## src/rtl/instr_fetch_queue.sv

```systemverilog
// Instruction fetch stage: assembles big-endian 32-bit words from a byte-wide
// store and queues {word, pc} for decode; redirects flush and restart fetch.
module instr_fetch_queue #(
  parameter int unsigned DEPTH    = 4,
  parameter logic [31:0] RESET_PC = 32'h0000_0000
) (
  input  logic                         clk_i,
  input  logic                         rst_ni,
  output logic                         mem_rd_o,
  output logic [31:0]                  mem_addr_o,
  input  logic [7:0]                   mem_rdata_i,
  input  logic                         mem_valid_i,
  input  logic                         redirect_i,
  input  logic [31:0]                  redirect_pc_i,
  output logic                         instr_valid_o,
  output logic [31:0]                  instr_o,
  output logic [31:0]                  instr_pc_o,
  input  logic                         instr_ready_i,
  output logic [$clog2(DEPTH+1)-1:0]   count_o
);

  localparam int unsigned CNT_W = $clog2(DEPTH + 1);
  localparam int unsigned PTR_W = $clog2(DEPTH);

  typedef enum logic {
    ST_FETCH = 1'b0,
    ST_HOLD  = 1'b1
  } state_e;

  typedef struct packed {
    logic [31:0] word;
    logic [31:0] pc;
  } entry_t;

  state_e             state_q, state_d;
  logic [31:0]        fetch_pc_q, fetch_pc_d;
  logic [1:0]         byte_idx_q, byte_idx_d;
  logic [31:0]        word_q, word_d;
  logic               mem_rd_q, mem_rd_d;
  logic [31:0]        mem_addr_q, mem_addr_d;
  logic [PTR_W-1:0]   wr_ptr_q, wr_ptr_d;
  logic [PTR_W-1:0]   rd_ptr_q, rd_ptr_d;
  logic [CNT_W-1:0]   count_q, count_d;
  entry_t             fifo_q [DEPTH];

  logic               push;
  logic               pop;
  logic               full;
  logic               accept;
  entry_t             push_entry;

  // Next-state: byte assembly, hold-on-full, redirect flush (highest priority)
  always_comb begin
    state_d    = state_q;
    fetch_pc_d = fetch_pc_q;
    byte_idx_d = byte_idx_q;
    word_d     = word_q;
    push       = 1'b0;
    pop        = 1'b0;
    full       = (count_q == CNT_W'(DEPTH));
    accept     = mem_rd_q & mem_valid_i;

    if (redirect_i) begin
      state_d    = ST_FETCH;
      fetch_pc_d = redirect_pc_i;
      byte_idx_d = 2'd0;
      word_d     = 32'd0;
    end else begin
      pop = (count_q != '0) & instr_ready_i;
      case (state_q)
        ST_FETCH: begin
          if (accept) begin
            word_d = {word_q[23:0], mem_rdata_i};
            if (byte_idx_q == 2'd3) begin
              byte_idx_d = 2'd0;
              // A full queue blocks the push even if a pop happens this edge
              if (!full) begin
                push       = 1'b1;
                fetch_pc_d = fetch_pc_q + 32'd4;
              end else begin
                state_d = ST_HOLD;
              end
            end else begin
              byte_idx_d = byte_idx_q + 2'd1;
            end
          end
        end
        ST_HOLD: begin
          if (!full) begin
            push       = 1'b1;
            fetch_pc_d = fetch_pc_q + 32'd4;
            state_d    = ST_FETCH;
          end
        end
        default: state_d = ST_FETCH;
      endcase
    end

    push_entry = '{word: word_d, pc: fetch_pc_q};
    mem_rd_d   = (state_d == ST_FETCH);
    mem_addr_d = fetch_pc_d + 32'(byte_idx_d);

    wr_ptr_d = push ? wr_ptr_q + PTR_W'(1) : wr_ptr_q;
    rd_ptr_d = pop  ? rd_ptr_q + PTR_W'(1) : rd_ptr_q;
    count_d  = count_q + CNT_W'(push) - CNT_W'(pop);
    if (redirect_i) begin
      wr_ptr_d = '0;
      rd_ptr_d = '0;
      count_d  = '0;
    end
  end

  always_ff @(posedge clk_i or negedge rst_ni) begin
    if (!rst_ni) begin
      state_q    <= ST_FETCH;
      fetch_pc_q <= RESET_PC;
      byte_idx_q <= 2'd0;
      word_q     <= 32'd0;
      mem_rd_q   <= 1'b0;
      mem_addr_q <= RESET_PC;
      wr_ptr_q   <= '0;
      rd_ptr_q   <= '0;
      count_q    <= '0;
      for (int unsigned i = 0; i < DEPTH; i++) begin
        fifo_q[i] <= '0;
      end
    end else begin
      state_q    <= state_d;
      fetch_pc_q <= fetch_pc_d;
      byte_idx_q <= byte_idx_d;
      word_q     <= word_d;
      mem_rd_q   <= mem_rd_d;
      mem_addr_q <= mem_addr_d;
      wr_ptr_q   <= wr_ptr_d;
      rd_ptr_q   <= rd_ptr_d;
      count_q    <= count_d;
      if (push) begin
        fifo_q[wr_ptr_q] <= push_entry;
      end
    end
  end

  assign mem_rd_o      = mem_rd_q;
  assign mem_addr_o    = mem_addr_q;
  assign instr_valid_o = (count_q != '0);
  assign instr_o       = fifo_q[rd_ptr_q].word;
  assign instr_pc_o    = fifo_q[rd_ptr_q].pc;
  assign count_o       = count_q;

endmodule

```

## config.mk

```make
export PLATFORM = sky130hd
export DESIGN_NAME = instr_fetch_queue
export DESIGN_NICKNAME = d
export VERILOG_FILES = /design/src/rtl/instr_fetch_queue.sv
export SDC_FILE = /design/constraint.sdc
export NUM_CORES = 1
export LEC_CHECK = 0
export CAP_MARGIN = 20
export CELL_PAD_IN_SITES_DETAIL_PLACEMENT = 0
export CELL_PAD_IN_SITES_GLOBAL_PLACEMENT = 2
export CORE_ASPECT_RATIO = 0.5
export CORE_MARGIN = 4
export CORE_UTILIZATION = 41
export CTS_BUF_LIST = sky130_fd_sc_hd__clkbuf_2
export DETAILED_ROUTE_END_ITERATION = 10
export DONT_BUFFER_PORTS = 1
export PLACE_DENSITY = 0.83
export SYNTH_ARGS = -nofsm -noshare
export SYNTH_HDL_FRONTEND = slang
export SYNTH_SLANG_ARGS = --single-unit
```

## constraint.sdc

```tcl
create_clock -name clk_i -period 4.26 [get_ports clk_i]
set_clock_uncertainty 0.2 [all_clocks]
set_input_delay 0.426 -clock clk_i [delete_from_list [all_inputs] [get_ports clk_i]]
set_output_delay 0.426 -clock clk_i [all_outputs]
set_load 0.01 [all_outputs]
```

# Yosys cells after proc, flatten, opt, wreduce, memory -nomap -nowiden
# Index checks and enable logic that the tools add are counted.
[classes]
addsub = 7
mul = 0
div = 0
magnitude_cmp = 3
n_eq_ne = 2
n_shift = 0
muxes = 34
bitwise_logic = 6
n_reduce_logical = 4
[ops]
columns = ["op", "n"]
rows = [
  ["$bwmux 256", 1],
  ["$mux 32", 7],
  ["$mux 64", 3],
  ["$bmux 64 s2", 1],
  ["$demux 64 s2", 1],
  ["$pmux 32 s2", 1],
  ["$add 32x2->32", 1],
  ["$add 32x3->32 const B", 1],
  ["$mux 2", 8],
  ["$mux 1", 9],
  ["$add 2x1->2 const B", 3],
  ["$ge 3x3->1 const B", 2],
  ["$not 2->3", 2],
  ["$pmux 1 s2", 2],
  ["$reduce_bool 2->1", 2],
  ["$add 3x1->3", 1],
  ["$eq 3x3->1 const B", 1],
  ["$lt 3x1->1 const B", 1],
  ["$mux 3", 1],
  ["$reduce_bool 3->1", 1],
  ["$sub 3x1->3", 1],
  ["$and 1x1->1", 2],
  ["$eq 2x2->1 const B", 1],
  ["$not 1->1", 2],
  ["$logic_and 1x1->1", 1],
]
[word_totals]
regBits = 363
latch_bits = 0
mem_bits_rw = 0
romBits = 0
inputBits = 45
output_inout_bits = 101
wordCells = 73
memories = 0

# Depth between registers and ports, before layout
# Gate-level depths: netlist (run 1).
[depth]
word_depth = 9
depth_mapped = 15
mapped_depth_nobuf = 13

# Worst setup path before layout (run 1)
# Ideal clock, no wire load.
[synth_path]
kind = "input port to flip-flop"
from = "input port redirect_i"
to = "register mem_addr_q[20], in the netlist mem_addr_o[20]"
setup_ns = 0.123
arrival_ns = 3.725
required_time_ns = 3.937
slack_ns = 0.213
stages = 14
path_buffers = 5
cell_sequence = "clkbuf_1 buf_1 buf_1 clkbuf_1 buf_1 mux2_2 ha_1 inv_1 fa_1 nor2_1 nand3_1 nor3_1 nand4_1 xnor2_1"
[synth_between]
elab_chain_len = 2
word_cells_on_any_way = 3
cone_classes = "add/sub (1); mux (2)"
[synth_lines]
columns = ["item", "line_no", "source"]
rows = [
  ["start: declaration", "13", "input logic redirect_i,"],
  ["$mux 32", "63", "if (redirect_i) begin"],
  ["net fetch_pc_d[0]", "36", "logic [31:0] fetch_pc_q, fetch_pc_d;"],
  ["$add 32x2->32", "101", "mem_addr_d = fetch_pc_d + 32'(byte_idx_d);"],
  ["net mem_addr_d[20]", "40", "logic [31:0] mem_addr_q, mem_addr_d;"],
  ["end signal: assignment", "133", "mem_addr_q <= mem_addr_d;"],
  ["end: declaration", "40", ""],
]
# The timed path passes the listed nets, and every way through them passes these cells.
# A chain may end at the register's enable or synchronous reset.

# Worst setup path in the final report (run 1)
[layout_path]
from = "input port redirect_i"
to = "register mem_addr_q[13], in the netlist mem_addr_o[13]"
# The elaborated chain is that of the path after synthesis.

==> results of run 1 <==
layout make-up:
cell class / count / area [µm²] / share of cell area, %
multi-input cells: 740 / 6992 / 37.56
flip-flops and latches: 363 / 9089 / 48.82
well taps: 530 / 663.1 / 3.562
clock inverters: 27 / 192.7 / 1.035
diodes: 2 / 5.005 / 0.02689
clock buffers: 121 / 605.6 / 3.253
repair buffers: 90 / 933.4 / 5.014
inverters: 36 / 135.1 / 0.7259
state kept, by name, indices dropped and copies added, names as in the netlist:
name,flops
fetch_pc_q,32
rd_ptr_q,2
count_o,3
word_q,32
fifo_q,256
mem_rd_o,1
byte_idx_q,2
mem_addr_o,32
state_q,1
wr_ptr_q,2
power breakdown:
group	internal (mW)	switching [mW]	total, mW
Sequential	3.60	0.231	3.83
Clock	0.944	1.39	2.33
Combinational	0.429	0.428	0.857
worst max-delay path by stage:
stage | startpoint | to | depth (start not counted)
after floorplan | redirect_i | mem_addr_o[20] | 14
after CTS | fetch_pc_q[3] | mem_addr_o[13] | 10
final | redirect_i | mem_addr_o[13] | 13
after global placement | mem_rd_o | mem_addr_o[20] | 14
after detailed placement | fetch_pc_q[3] | mem_addr_o[29] | 9
after global routing | count_o[1] | mem_addr_o[13] | 9
layout by cell type (no fill, tap or decap), types with 4 or more instances in the layout:
master         netlist  routed
nand4_1             11      11
clkinv_1             0      17
mux4_2              64      64
buf_4                0      14
o31ai_1              7       7
inv_1               36      36
xnor2_1             33      33
a31oi_1              6       6
dfrtp_1            363     361
a221oi_1             4       4
nand2b_1             9       9
nor2_1              25      24
nand2_1            106     106
o21ai_0              8       8
nand3_1             24      24
buf_12               0       5
nor2b_1              4       4
xor2_1              14      14
o211ai_1             4       4
and4_1               5       5
or4_1                4       4
ha_1                10      10
clkbuf_2             1     121
nor4_1              15      15
nor4_2               8       8
o31a_1               6       6
and3_2               0       4
mux2_2             259     259
mux2i_1              4       4
nor3_1              16      16
dlygate4sd3_1        0      70
a21oi_1             40      40
per-layer routing:
layer / up-vias / routed length, µm / global-route usage [%]
li1: 4632 / - / -
met1: 5532 / 17100 / 23.45
met2: 212 / 21520 / 33.99
met3: 62 / 1720 / 4.390
met4: 0 / 849 / 6.004
met5: - / 0 / 0
critical path, stage by stage:
cell,delay (ns)
dlygate4sd3_1,0.63
buf_16,0.39
mux2i_1,0.36
dlygate4sd3_1,0.59
inv_1,0.06
ha_1,0.27
a21oi_1,0.06
nor2_1,0.28
nand3_2,0.39
nor3_4,0.47
nand3_1,0.12
dlygate4sd3_1,0.59
xnor2_1,0.12
logic make-up after synthesis:
group / count (synthesis) / synth area share (%)
flops: 363 / 54.90
fa+ha+maj: 12 / 0.9983
buf+inv: 121 / 2.927
simple gates: 257 / 8.205
xor+xnor: 47 / 2.488
compound gates: 97 / 3.895
mux: 327 / 26.58
repair_timing:
| item | in CTS | in global routing |
|---|---|---|
| resized for setup | 0 | 2 |
| endpoints found under the setup margin | 0 | 1 |
| endpoints found under the hold margin | 598 | 363 |
==> summary.md, run 1 <==
| Metric | Value |
|---|---|
| Outcome | complete, but fails checks |
| Failing checks | negative hold slack |
| Final Cell Area | 0.01862 mm² |
| Register area share after synthesis | 54.90% |
| Final hold violation count | 363 |
| RR Startpoint | fetch_pc_q[2] |
| H-Tree Depth | 3 |
| ANT nets after route | 0 |
| Top_reg_cell synth | dfrtp_1 |
| CP Max Fanout | 109 |
| Post-synth EDFFs | 0 |
| Startpoint types | input port |
| RePlAce Congestion | 0.8284 |
| Max-slew headroom | 34.07% |
| Yosys reg bits | 363 |
| NumNets Final | 1371 |
| Unrepaired setup endpoints after global routing | no |
| Largest net degree at the start of global routing | 364 |
| DR iter-0 viols | 609 |
| Congestion Overflow GR | 0 |
| LEAKAGE | 8.484 nW |
| Die X | 292.1 µm |
| Final WL | 41200 µm |
| Dpl hpwl | 25720 µm |
| R2r endpoint | mem_addr_o[13] |
| PortBufs | 0 |
| Final setup margin | 0.04034 ns |
| Avg WL per Cell | 21.58 µm |
| Syn_nets | 1281 |
| Std-Cell Rows | 51 |
| Die Height | 150.0 µm |
| Mapped Cells | 1224 |
| Count of cell types in the netlist | 62 |
| CP Data Arrival Time | 4.84 ns |
| Vias in the first global route | 11580 |
| Synth top area share | 54.90% |
| Placed cell areas | 0.01708 mm² |
| Peak VDD IR | 0.1475 mV |
| Via count | 10440 |
| Most frequent cells after synthesis | dfrtp_1, mux2_2, nand2_1, mux4_2, clkbuf_1 |
| Worst EP required | 4.89 ns |
| CTS Buffer Depth | 3 |
| Non-Filler Instances | 1909 |
| FF-to-FF path depth | 10 |
| Slew Limit Fails | 0 |
| Final setup TNS | 0 ns |
| Vias/cell | 5.468 |
| Area Overhead vs Synth | 12.52% |
| Post-CTS Setup Bufs | 0 |
| Setup Slack @ Placement | 0.5543 ns |
| Top cells by area, synth | dfrtp_1, mux2_2, mux4_2 |
| Fin Hold WS | -1.027 ns |
| Initial Utilization | 42.02% |
| Count of clock tree sinks | 363 |
| Yosys warning total | 0 |
| Crit. End Element | flip-flop |
| Worst reg-to-reg setup slack | 0.21 ns |
| Count leader, synth | dfrtp_1 |
| # IOs | 146 |
| Ys async rst share | 100.0% |
| Max Freq | 237.0 MHz |
| Avg Synthesized Cell Area | 13.52 µm² |
| Clk_lat worst skew | 0.96 ns |
| Root Driver | clkbuf_2 |
| Measured slew at the worst slew-check pin | 0.9889 ns |
| Post-layout util | 47.28% |
| CTS Buf Count | 83 |
| Global-route usage over all layers | 19.15% |
| CTS Hold Buffers Added | 71 |
| Min cycle time layout | 4.220 ns |
| TritonRoute pass-1 iters | 5 |
| Final setup fails | 0 |
| Period Utilization, post-route | 99.05% |
| Area leader, netlist | dfrtp_1 |
| CTS tree | done |
| Share of layout cells above drive strength 1 | 36.75% |
| First-pass GRT wire length | 65510 µm |
| Fillers | 3446 |
| Core footprint | 0.03937 mm² |
| Reg clk slew, reported paths | 0.12 ns |
| Initial antenna violation count | 2 |
| Hold Path Class | input port to async pin |
| PD cells | 377.0 mW/mm² |
| Critical setup path kind | input port to flip-flop |
| Die area | 0.04383 mm² |
| Max-Cap Viols | 0 |
| Mapped cell area | 0.01654 mm² |
| DRC | 0 |
| Placed cells | 1688 |
| Post-layout power | 7.017 mW |
(Power assumes the default switching activity.)
==> run 2: changes to the inputs <==
--- a/config.mk
+++ b/config.mk
@@ -5,7 +5,6 @@
 export SDC_FILE = /design/constraint.sdc
 export NUM_CORES = 1
 export LEC_CHECK = 0
-export CAP_MARGIN = 20
 export CELL_PAD_IN_SITES_DETAIL_PLACEMENT = 0
 export CELL_PAD_IN_SITES_GLOBAL_PLACEMENT = 2
 export CORE_ASPECT_RATIO = 0.5
@@ -15,6 +14,7 @@
 export DETAILED_ROUTE_END_ITERATION = 10
 export DONT_BUFFER_PORTS = 1
 export PLACE_DENSITY = 0.83
+export REMOVE_ABC_BUFFERS = 1
 export SYNTH_ARGS = -nofsm -noshare
 export SYNTH_HDL_FRONTEND = slang
 export SYNTH_SLANG_ARGS = --single-unit
==> summary.md, run 2 (synthesis gave the netlist of run 1 again) <==
| Metric | Value |
|---|---|
| Outcome | complete, but fails checks |
| Failing checks | negative hold slack |
| Max reg flops | 256 (unchanged) |
| RR Startpoint | byte_idx_q[0] |
| Dpl hpwl | 25420 µm (-1.2%) |
| CTS tree | done |
| # IOs | 146 (unchanged) |
| Final setup margin | 0.3283 ns (+0.2880 ns) |
| Peak VDD IR | 0.1302 mV (-12%) |
| Register Area | 0.009089 mm² (unchanged) |
| Period Utilization, post-route | 92.29% (-6.8 points) |
| Std-Cell Rows | 51 (unchanged) |
| Non-Filler Instances | 1911 (+0.10%) |
| Area Overhead vs Synth | 12.08% |
| R2r endpoint | mem_addr_o[31] |
| Placed cell areas | 0.01710 mm² (+0.13%) |
| DRC | 0 (unchanged) |
| Die area | 0.04383 mm² (unchanged) |
| ANT nets after route | 0 (unchanged) |
| CTS Buffer Depth | 3 (unchanged) |
| Max-slew headroom | 19.89% (-14 points) |
| Initial Utilization | 42.02% (unchanged) |
| Startpoint types | flip-flop |
| Grt met1 use | 23.46% (about the same) |
| Clk_lat worst skew | 0.98 ns (+0.02 ns) |
| Root Driver | clkbuf_2 |
| Post-CTS Setup Bufs | 0 (unchanged) |
| Max Freq | 254.3 MHz (+7.3%) |
| Measured slew at the worst slew-check pin | 1.202 ns (+0.2128 ns) |
| Die Height | 150.0 µm (unchanged) |
| Final setup TNS | 0 ns (unchanged) |
| Post-layout util | 47.10% (-0.18 points) |
| Max-Cap Viols | 0 (unchanged) |
| GR Util met3 | 4.538% (+0.15 points) |
| Leading cell type in the layout, fill and taps excluded | dfrtp_1 |
| Multi-input logic area | 0.007004 mm² (+0.18%) |
| Via count | 10370 (-0.69%) |
| CP Data Arrival Time | 4.56 ns (-0.28 ns) |
| Worst EP required | 4.89 ns (about the same) |
| Top reg by flops | fifo_q |
| Congestion Overflow GR | 0 (unchanged) |
| Setup Slack @ Placement | 0.5002 ns (-0.05411 ns) |
| Slew Limit Fails | 0 (unchanged) |
| CTS Hold Buffers Added | 71 (unchanged) |
| FF-to-FF path depth | 11 (+1) |
| Commonest cells after routing, fill and taps aside | dfrtp_1, mux2_2, clkbuf_2 |
| Core footprint | 0.03937 mm² (unchanged) |
| RePlAce Congestion | 0.8231 (-0.64%) |
| Crit path largest cell delay | 0.70 ns (+0.07 ns) |
| Fin Hold WS | -1.050 ns (-0.02302 ns) |
| Die X | 292.1 µm (unchanged) |
| Vias in the first global route | 11380 (-1.7%) |
| Initial antenna violation count | 4 (+2) |
| Crit. End Element | flip-flop |
| Placed cells | 1690 (+0.12%) |
| TritonRoute pass-1 iters | 4 (-1) |
| Share of layout cells above drive strength 1 | 37.02% (+0.27 points) |
| Count of clock tree sinks | 363 (unchanged) |
| Largest net degree at the start of global routing | 364 (unchanged) |
| Final setup fails | 0 (unchanged) |
| Critical setup path kind | flip-flop to flip-flop |
| Worst reg-to-reg setup slack | 0.33 ns (+0.12 ns) |
| Met2 Usage GRT | 33.48% (-0.52 points) |
| Cts repair resizes | 0 (unchanged) |
| Post-layout power | 6.866 mW (-2.2%) |
| Vias/cell | 5.424 (-0.79%) |
| LEAKAGE | 8.451 nW (-0.39%) |
| Worst path bufs/invs | 2 (-3) |
| Worst path slowest cell | a311oi_1 |
| Unrepaired setup endpoints after global routing | no |
| Min cycle time layout | 3.932 ns (-0.2880 ns) |
| CP cell instances | ha_1 > a31oi_1 > buf_4 > nor2_1 > nand2_1 > a311oi_1 > nor4_1 > dlygate4sd3_1 > nand3_1 > nor4_2 > xor2_1 |
| Reg clk slew, reported paths | 0.11 ns (about the same) |
| PortBufs | 0 (unchanged) |
| CTS Buf Count | 86 (+3.6%) |
| Final hold violation count | 363 (unchanged) |
| Global-route usage over all layers | 19.03% (-0.12 points) |
| PD cells | 370.3 mW/mm² (-1.8%) |
| CP Max Fanout | 9 (-92%) |
| GRT Max-Usage Layer | met2 |
| H-Tree Depth | 3 (unchanged) |
| Final WL | 41010 µm (-0.46%) |
| DR iter-0 viols | 659 (+8.2%) |
| NumNets Final | 1376 (+0.36%) |
| Fillers | 3500 (+1.6%) |
| Worst path top cell family by delay | simple AND/OR/NAND/NOR gates |
| First-pass GRT wire length | 65310 µm (-0.31%) |
| Hold Path Class | input port to async pin |
| Final Cell Area | 0.01854 mm² (-0.38%) |
| Avg WL per Cell | 21.46 µm (-0.57%) |
-- run 2: cell count changes in the layout (fill, tap and decap cells not counted), moves of 2 or more --
cell       before  now
clkinv_2        3    0
inv_2           2    4
diode_2         2    6
bufinv_16       3    0
and3_2          4    0
clkbuf_2      121  129
and3_4          0    4
buf_4          14   17
clkinv_1       17   11
-- run 2: report_power, final --
part | switching (mW) | internal, mW
sequential | 0.215 | 3.60
clock | 1.39 | 0.789
combinational | 0.443 | 0.435
total | 2.04 | 4.82
-- run 2: how the worst max path moves through the flow --
stage	start	endpoint	slack, ns	cells after the start
floorplan	rd_ptr_q[0]	instr_o[0]	0.35	1
global placement	byte_idx_q[0]	mem_addr_o[30]	0.64	10
detailed placement	byte_idx_q[0]	mem_addr_o[30]	0.50	10
CTS	byte_idx_q[0]	mem_addr_o[31]	0.36	11
global route	fetch_pc_q[2]	mem_addr_o[30]	0.17	10
finish	byte_idx_q[0]	mem_addr_o[31]	0.33	11
-- run 2: layout make-up --
class | instances | area share [%]
flip-flops and latches | 363 | 49.01
well taps | 530 | 3.576
clock inverters | 15 | 0.3036
multi-input cells | 740 | 37.77
inverters | 36 | 0.7287
diodes | 6 | 0.08097
repair buffers | 92 | 5.047
clock buffers | 129 | 3.482
-- run 2: worst register-to-register path, delay by kind of cell (launching register included) --
family          cells  cell delay, ns
compound gates      2            0.87
flops               1            0.40
simple gates        5            1.15
fa+ha+maj           1            0.22
buf+inv             2            0.82
xor+xnor            1            0.15
-- run 2: metal layers --
layer	wire length [µm]	share of wire, %	vias to the layer above
met5	0	0	-
li1	-	-	4649
met2	21280	52	188
met4	894	2.2	0
met3	1458	3.6	62
met1	17380	42	5467
